==> src/rtl/keypad_pkg.sv <==
// Shared types, default parameters and the key-code helper for the keypad scanner.
package keypad_pkg;

    localparam int unsigned DEF_NUM_ROWS       = 4;
    localparam int unsigned DEF_NUM_COLS       = 4;
    localparam int unsigned DEF_SCAN_DIV       = 256;
    localparam int unsigned DEF_DEBOUNCE_SCANS = 4;

    typedef enum logic [1:0] {
        SCAN     = 2'd0,
        DEBOUNCE = 2'd1,
        HELD     = 2'd2,
        RELEASE  = 2'd3
    } state_e;

    // Linear key index for a (row, col) position.
    function automatic int unsigned key_code_f(input int unsigned row,
                                               input int unsigned col,
                                               input int unsigned num_cols);
        return row * num_cols + col;
    endfunction

endpackage

==> src/rtl/keypad_col_sync.sv <==
// Two-flop synchroniser for the raw keypad column inputs.
// Ports: clk, reset (async active-low), async_in (raw columns), sync_out (synchronised).
// Resets to all ones, matching the idle (pulled-up) column level.
module keypad_col_sync #(
    parameter int unsigned WIDTH = 4
) (
    input  logic             clk,
    input  logic             reset,
    input  logic [WIDTH-1:0] async_in,
    output logic [WIDTH-1:0] sync_out
);

    logic [WIDTH-1:0] meta_q;
    logic [WIDTH-1:0] sync_q;

    always_ff @(posedge clk or negedge reset) begin
        if (!reset) begin
            meta_q <= '1;
            sync_q <= '1;
        end else begin
            meta_q <= async_in;
            sync_q <= meta_q;
        end
    end

    assign sync_out = sync_q;

endmodule

==> src/rtl/keypad_scanner.sv <==
// Matrix keypad scanner: row rotation, per-tick column sampling, press/release
// debounce, key encoding and a valid/ready delivery register with sticky overrun.
// Ports: clk, reset (async active-low), keypad_rows (one-hot-low drive),
//        keypad_cols (raw columns), key_code/key_valid/key_ready (handshake),
//        key_held (confirmed key still down), overrun (sticky dropped press).
module keypad_scanner
    import keypad_pkg::*;
#(
    parameter  int unsigned NUM_ROWS       = DEF_NUM_ROWS,
    parameter  int unsigned NUM_COLS       = DEF_NUM_COLS,
    parameter  int unsigned SCAN_DIV       = DEF_SCAN_DIV,
    parameter  int unsigned DEBOUNCE_SCANS = DEF_DEBOUNCE_SCANS,
    localparam int unsigned CODE_W         = $clog2(NUM_ROWS * NUM_COLS)
) (
    input  logic                clk,
    input  logic                reset,
    output logic [NUM_ROWS-1:0] keypad_rows,
    input  logic [NUM_COLS-1:0] keypad_cols,
    output logic [CODE_W-1:0]   key_code,
    output logic                key_valid,
    input  logic                key_ready,
    output logic                key_held,
    output logic                overrun
);

    localparam int unsigned ROW_W = $clog2(NUM_ROWS);
    localparam int unsigned COL_W = $clog2(NUM_COLS);
    localparam int unsigned CNT_W = $clog2(SCAN_DIV);
    localparam int unsigned DEB_W = $clog2(DEBOUNCE_SCANS + 1);

    logic [NUM_COLS-1:0] cols_sync;

    state_e              state_q, state_d;
    logic [CNT_W-1:0]    cnt_q, cnt_d;
    logic [ROW_W-1:0]    row_q, row_d;
    logic [NUM_ROWS-1:0] rows_q, rows_d;
    logic [COL_W-1:0]    col_q, col_d;
    logic [DEB_W-1:0]    deb_q, deb_d;
    logic [CODE_W-1:0]   code_q, code_d;
    logic                valid_q, valid_d;
    logic                held_q, held_d;
    logic                ovr_q, ovr_d;

    logic                tick_c;
    logic                any_low_c;
    logic [COL_W-1:0]    low_col_c;
    logic                col_high_c;
    logic                confirm_c;
    logic                advance_c;

    keypad_col_sync #(.WIDTH(NUM_COLS)) u_col_sync (
        .clk      (clk),
        .reset    (reset),
        .async_in (keypad_cols),
        .sync_out (cols_sync)
    );

    // Scan-rate tick generator.
    always_comb begin
        tick_c = (cnt_q == CNT_W'(SCAN_DIV - 1));
        cnt_d  = tick_c ? '0 : cnt_q + CNT_W'(1);
    end

    // Lowest-index low column wins when several are pressed on one row.
    always_comb begin
        low_col_c = '0;
        for (int i = NUM_COLS - 1; i >= 0; i--) begin
            if (!cols_sync[i]) low_col_c = COL_W'(i);
        end
        any_low_c  = ~&cols_sync;
        col_high_c = cols_sync[col_q];
    end

    // Scan / debounce / held / release FSM; only acts on ticks.
    always_comb begin
        state_d   = state_q;
        col_d     = col_q;
        deb_d     = deb_q;
        confirm_c = 1'b0;
        advance_c = 1'b0;
        if (tick_c) begin
            case (state_q)
                SCAN: begin
                    if (any_low_c) begin
                        col_d = low_col_c;
                        deb_d = DEB_W'(1);
                        if (DEBOUNCE_SCANS == 1) begin
                            state_d   = HELD;
                            confirm_c = 1'b1;
                        end else begin
                            state_d = DEBOUNCE;
                        end
                    end else begin
                        advance_c = 1'b1;
                    end
                end
                DEBOUNCE: begin
                    if (!col_high_c) begin
                        deb_d = deb_q + DEB_W'(1);
                        if (deb_q + DEB_W'(1) >= DEB_W'(DEBOUNCE_SCANS)) begin
                            state_d   = HELD;
                            confirm_c = 1'b1;
                        end
                    end else begin
                        state_d   = SCAN;
                        deb_d     = '0;
                        advance_c = 1'b1;
                    end
                end
                HELD: begin
                    if (col_high_c) begin
                        if (DEBOUNCE_SCANS == 1) begin
                            state_d   = SCAN;
                            deb_d     = '0;
                            advance_c = 1'b1;
                        end else begin
                            state_d = RELEASE;
                            deb_d   = DEB_W'(1);
                        end
                    end
                end
                RELEASE: begin
                    if (col_high_c) begin
                        if (deb_q + DEB_W'(1) >= DEB_W'(DEBOUNCE_SCANS)) begin
                            state_d   = SCAN;
                            deb_d     = '0;
                            advance_c = 1'b1;
                        end else begin
                            deb_d = deb_q + DEB_W'(1);
                        end
                    end else begin
                        state_d = HELD;
                    end
                end
                default: state_d = SCAN;
            endcase
        end
    end

    // Row rotation; the row stays frozen while a key is being tracked.
    always_comb begin
        row_d = row_q;
        if (advance_c) begin
            row_d = (row_q == ROW_W'(NUM_ROWS - 1)) ? '0 : row_q + ROW_W'(1);
        end
        rows_d = ~(NUM_ROWS'(1) << row_d);
    end

    // Delivery register: a confirmed press loads unless an undelivered code is
    // still waiting, in which case it is dropped and flagged.
    always_comb begin
        code_d  = code_q;
        valid_d = valid_q & ~key_ready;
        ovr_d   = ovr_q;
        held_d  = (state_d == HELD) || (state_d == RELEASE);
        if (confirm_c) begin
            if (!valid_q || key_ready) begin
                code_d  = CODE_W'(key_code_f(32'(row_q), 32'(col_d), NUM_COLS));
                valid_d = 1'b1;
            end else begin
                ovr_d = 1'b1;
            end
        end
    end

    always_ff @(posedge clk or negedge reset) begin
        if (!reset) begin
            state_q <= SCAN;
            cnt_q   <= '0;
            row_q   <= '0;
            rows_q  <= ~NUM_ROWS'(1);
            col_q   <= '0;
            deb_q   <= '0;
            code_q  <= '0;
            valid_q <= 1'b0;
            held_q  <= 1'b0;
            ovr_q   <= 1'b0;
        end else begin
            state_q <= state_d;
            cnt_q   <= cnt_d;
            row_q   <= row_d;
            rows_q  <= rows_d;
            col_q   <= col_d;
            deb_q   <= deb_d;
            code_q  <= code_d;
            valid_q <= valid_d;
            held_q  <= held_d;
            ovr_q   <= ovr_d;
        end
    end

    assign keypad_rows = rows_q;
    assign key_code    = code_q;
    assign key_valid   = valid_q;
    assign key_held    = held_q;
    assign overrun     = ovr_q;

endmodule

==> config.mk <==
export PLATFORM = sky130hd
export DESIGN_NAME = keypad_scanner
export DESIGN_NICKNAME = d
export VERILOG_FILES = /design/src/rtl/keypad_pkg.sv /design/src/rtl/keypad_col_sync.sv /design/src/rtl/keypad_scanner.sv
export SDC_FILE = /design/constraint.sdc
export NUM_CORES = 1
export LEC_CHECK = 0
export CAP_MARGIN = 5
export CORE_MARGIN = 2
export CORE_UTILIZATION = 50
export DETAILED_ROUTE_END_ITERATION = 7
export HOLD_SLACK_MARGIN = 0.05
export PLACE_DENSITY = 0.83
export SLEW_MARGIN = 30
export SYNTH_ARGS = -nofsm -noshare
export SYNTH_HDL_FRONTEND = slang
export SYNTH_HIERARCHICAL = 1
export SYNTH_SLANG_ARGS = --single-unit
==> constraint.sdc <==
create_clock -name clk -period 3 [get_ports clk]
set_input_delay 0.3 -clock clk [delete_from_list [all_inputs] [get_ports clk]]
set_output_delay 0.3 -clock clk [all_outputs]
set_load 0.05 [all_outputs]
==> run_results.csv <==
group,metric,value,unit
floorplan,row_count,20,
clock_network,numCtsBuffers,5,
floorplan,die_width,60.13,um
routing,drt.antenna.violating_nets,0,
logic_synthesis,synthCells,132,
finish,regArea,914.6,sq um
clock_network,clkTransAtPathRegs,120,ps
grt,grt_max_degree,37,
clock_network,cts_resized,0,
placement,portBuffers,17,
placement,routabilityCongestion,0.7432,
setup_path,startpoint_type,"flip-flop",
timing,rsz0062_at_grt,"false",
setup_path,criticalPathCategory,"reg -> reg",
finish,layout_commonest_cell,"dfrtp_1",
routing,drt_iter0_markers,45,
clock_network,h-tree-depth,2,
routing,drtPass1Iterations,4,
finish,area_delta_synth_final,19.06,%
logic_synthesis,synth_fp_nets,142,
clock_network,hold_buffers,0,
grt,grt_pass1_wl,4754,um
timing,hold_viol,0,
timing,post-route-min-period,2129,ps
clock_network,clk_latency,350,ps
power,clock_power_share,40.2,%
logic_synthesis,syn_area,1575,sq um
logic_synthesis,yosysUniqueCellTypes,37,
timing,final-setup-viol-count,0,
clock_network,cts.path.max_buffers,2,
routing,totalWireLength,2805,um
logic_synthesis,syn_avg_cell_area,11.93,sq um
power,p_int,684.1,uW
floorplan,die_h,60.13,um
logic_synthesis,synthTopCellsByArea,"dfrtp_1, dfstp_2, mux2_2",
run_status,status,"finished, final reports clean",
logic_synthesis,async_flop_share,100.0,%
grt,first_global_vias,1041,
power,p_seq_share,57.0,%
clock_network,cts_tree,"yes",
min_path,worstHoldPathType,"in -> async",
power,power,874.0,uW
logic_synthesis,synth.top_cell.area_share,39.71,%
finish,drive_gt1_share,22.08,%
timing,maxSlewViolCount,0,
logic_synthesis,synth_edf_count,0,
finish,diodes,0,
power,p_sw,189.9,uW
clock_network,root_buffer,"clkbuf_4",
routing,num_vias,1069,
timing,fin_tns_setup,0,ps
power,leakage,0.8019,nW
floorplan,die-area,3616,sq um
setup_path,cp.arrival,2370,ps
logic_synthesis,synth_flop_cell,"dfrtp_1",
routing,viasPerCell,5.399,
finish,layout.nets,163,
timing,fin_crit_sh,70.98,%
clock_network,post_cts_buffers,0,
logic_synthesis,ys_ff_latch,36,
logic_synthesis,yosysWarningCount,6,
power,power.density,466.0,nW/um^2
power,irDropWorstVdd,0.3943,mV
run,cap_violations,0,
logic_synthesis,ys_seq_area_share,58.06,%
floorplan,core_area,3028,sq um
routing,drc,0,
setup_path,end_kind,"flip-flop",
logic_synthesis,post-synth-top-area-cell,"dfrtp_1",
power,p_comb_share,2.8,%
floorplan,start_util,52.02,%
finish,fillers,240,
grt,antenna_found_initial,0,
routing,wl_per_cell,14.17,um
finish,multi_input_area,633.1,sq um
grt,grt_remaining_overflow,0,
timing,fin_skew,8.625,ps
timing,fmax,469.6,MHz
timing,worst_pin_slew,517.2,ps
finish,final_cell_mix,"dfrtp_1, clkdlybuf4s50_1, nand2_1",
floorplan,ios,18,
placement,hpwlAfterDp,1920,um
setup_path,required,3240,ps
power,sw_frac_of_total,21.73,%
setup_path,crit_fanout,6,
timing,slew_headroom,65.41,%
grt,track_usage,18.47,%
clock_network,clkSinkCount,36,
-- cell usage after synthesis (3+ instances only) --
library cell,instances
a21oi_1,3
dfrtp_1,25
dfstp_2,11
ha_1,3
inv_1,3
mux2_2,10
mux2i_1,4
nand2_1,13
nand2b_1,3
nand3_1,3
nor2_1,11
nor2b_1,3
o21ai_0,4
xor2_1,3
-- layer usage --
metal  vias up  track usage (%)  wire, um
met1       520            22.71      1238
met5         -                0         0
met3        10            6.926       128
li1        513                -         -
met2        26            28.26      1347
met4         0            9.524        90
-- logic make-up after synthesis --
family	Yosys count	share of synthesized area [%]
simple gates	45	14.77
compound gates	21	9.134
fa+ha+maj	3	2.383
flops	36	58.06
mux	15	11.12
buf+inv	7	1.747
xor+xnor	5	2.780
-- power groups by stage --
stage	Combinational [mW]	Clock (mW)	Sequential, mW
global route	0.0280	0.383	0.499
floorplan	0.00603	0	0.506
global placement	0.0248	0	0.507
finish	0.0246	0.351	0.498
detailed placement	0.0251	0	0.507
CTS	0.0253	0.359	0.498
-- critical path: stages (launching register included) --
cell	delay, ps
dfrtp_1	450
ha_1	280
and3_1	260
nand2_1	160
or4b_4	590
mux2_2	290
-- stage by stage --
stage	area (sq um)	cells	utilization (%)	hold slack, ps	setup slack, ps
after floorplan	1575	132	-	4.409	1075
after global placement	1792	190	59.17	345.6	991.3
after detailed placement	1792	190	59.17	347.2	880.6
after CTS	1876	198	61.94	324.0	878.0
after global routing	1876	198	61.94	302.6	751.3
final	1876	198	61.94	345.5	870.5
-- sequential cells by signal (all words and copies together), names as in the netlist, 3 cells and up --
name,cells
deb_q,3
u_col_sync/sync_out,4
u_col_sync/meta_q,4
cnt_q,8
key_code,4
keypad_rows,4
-- final cells by class --
cell class / instances / area share, %
clock buffers: 5 / 2.001
clock inverters: 3 / 2.468
inverters: 3 / 0.6004
multi-input cells: 89 / 33.76
flip-flops and latches: 36 / 48.77
well taps: 44 / 2.935
repair buffers: 18 / 9.473
-- worst paths after layout --
check,slack (ps),startpoint,endpoint,depth (start not counted)
worst max register to register,870,cnt_q[0],key_code[2],5
worst min register to register,360,u_col_sync/meta_q[3],u_col_sync/sync_out[3],0
worst max-delay path,870,cnt_q[0],key_code[2],5
max in group asynchronous,2300,reset,u_col_sync/meta_q[0],2
min in group clk,350,keypad_cols[1],u_col_sync/meta_q[1],1
worst min-delay path,350,reset,cnt_q[5],2
Note: power is estimated with default switching activity, not from simulation.
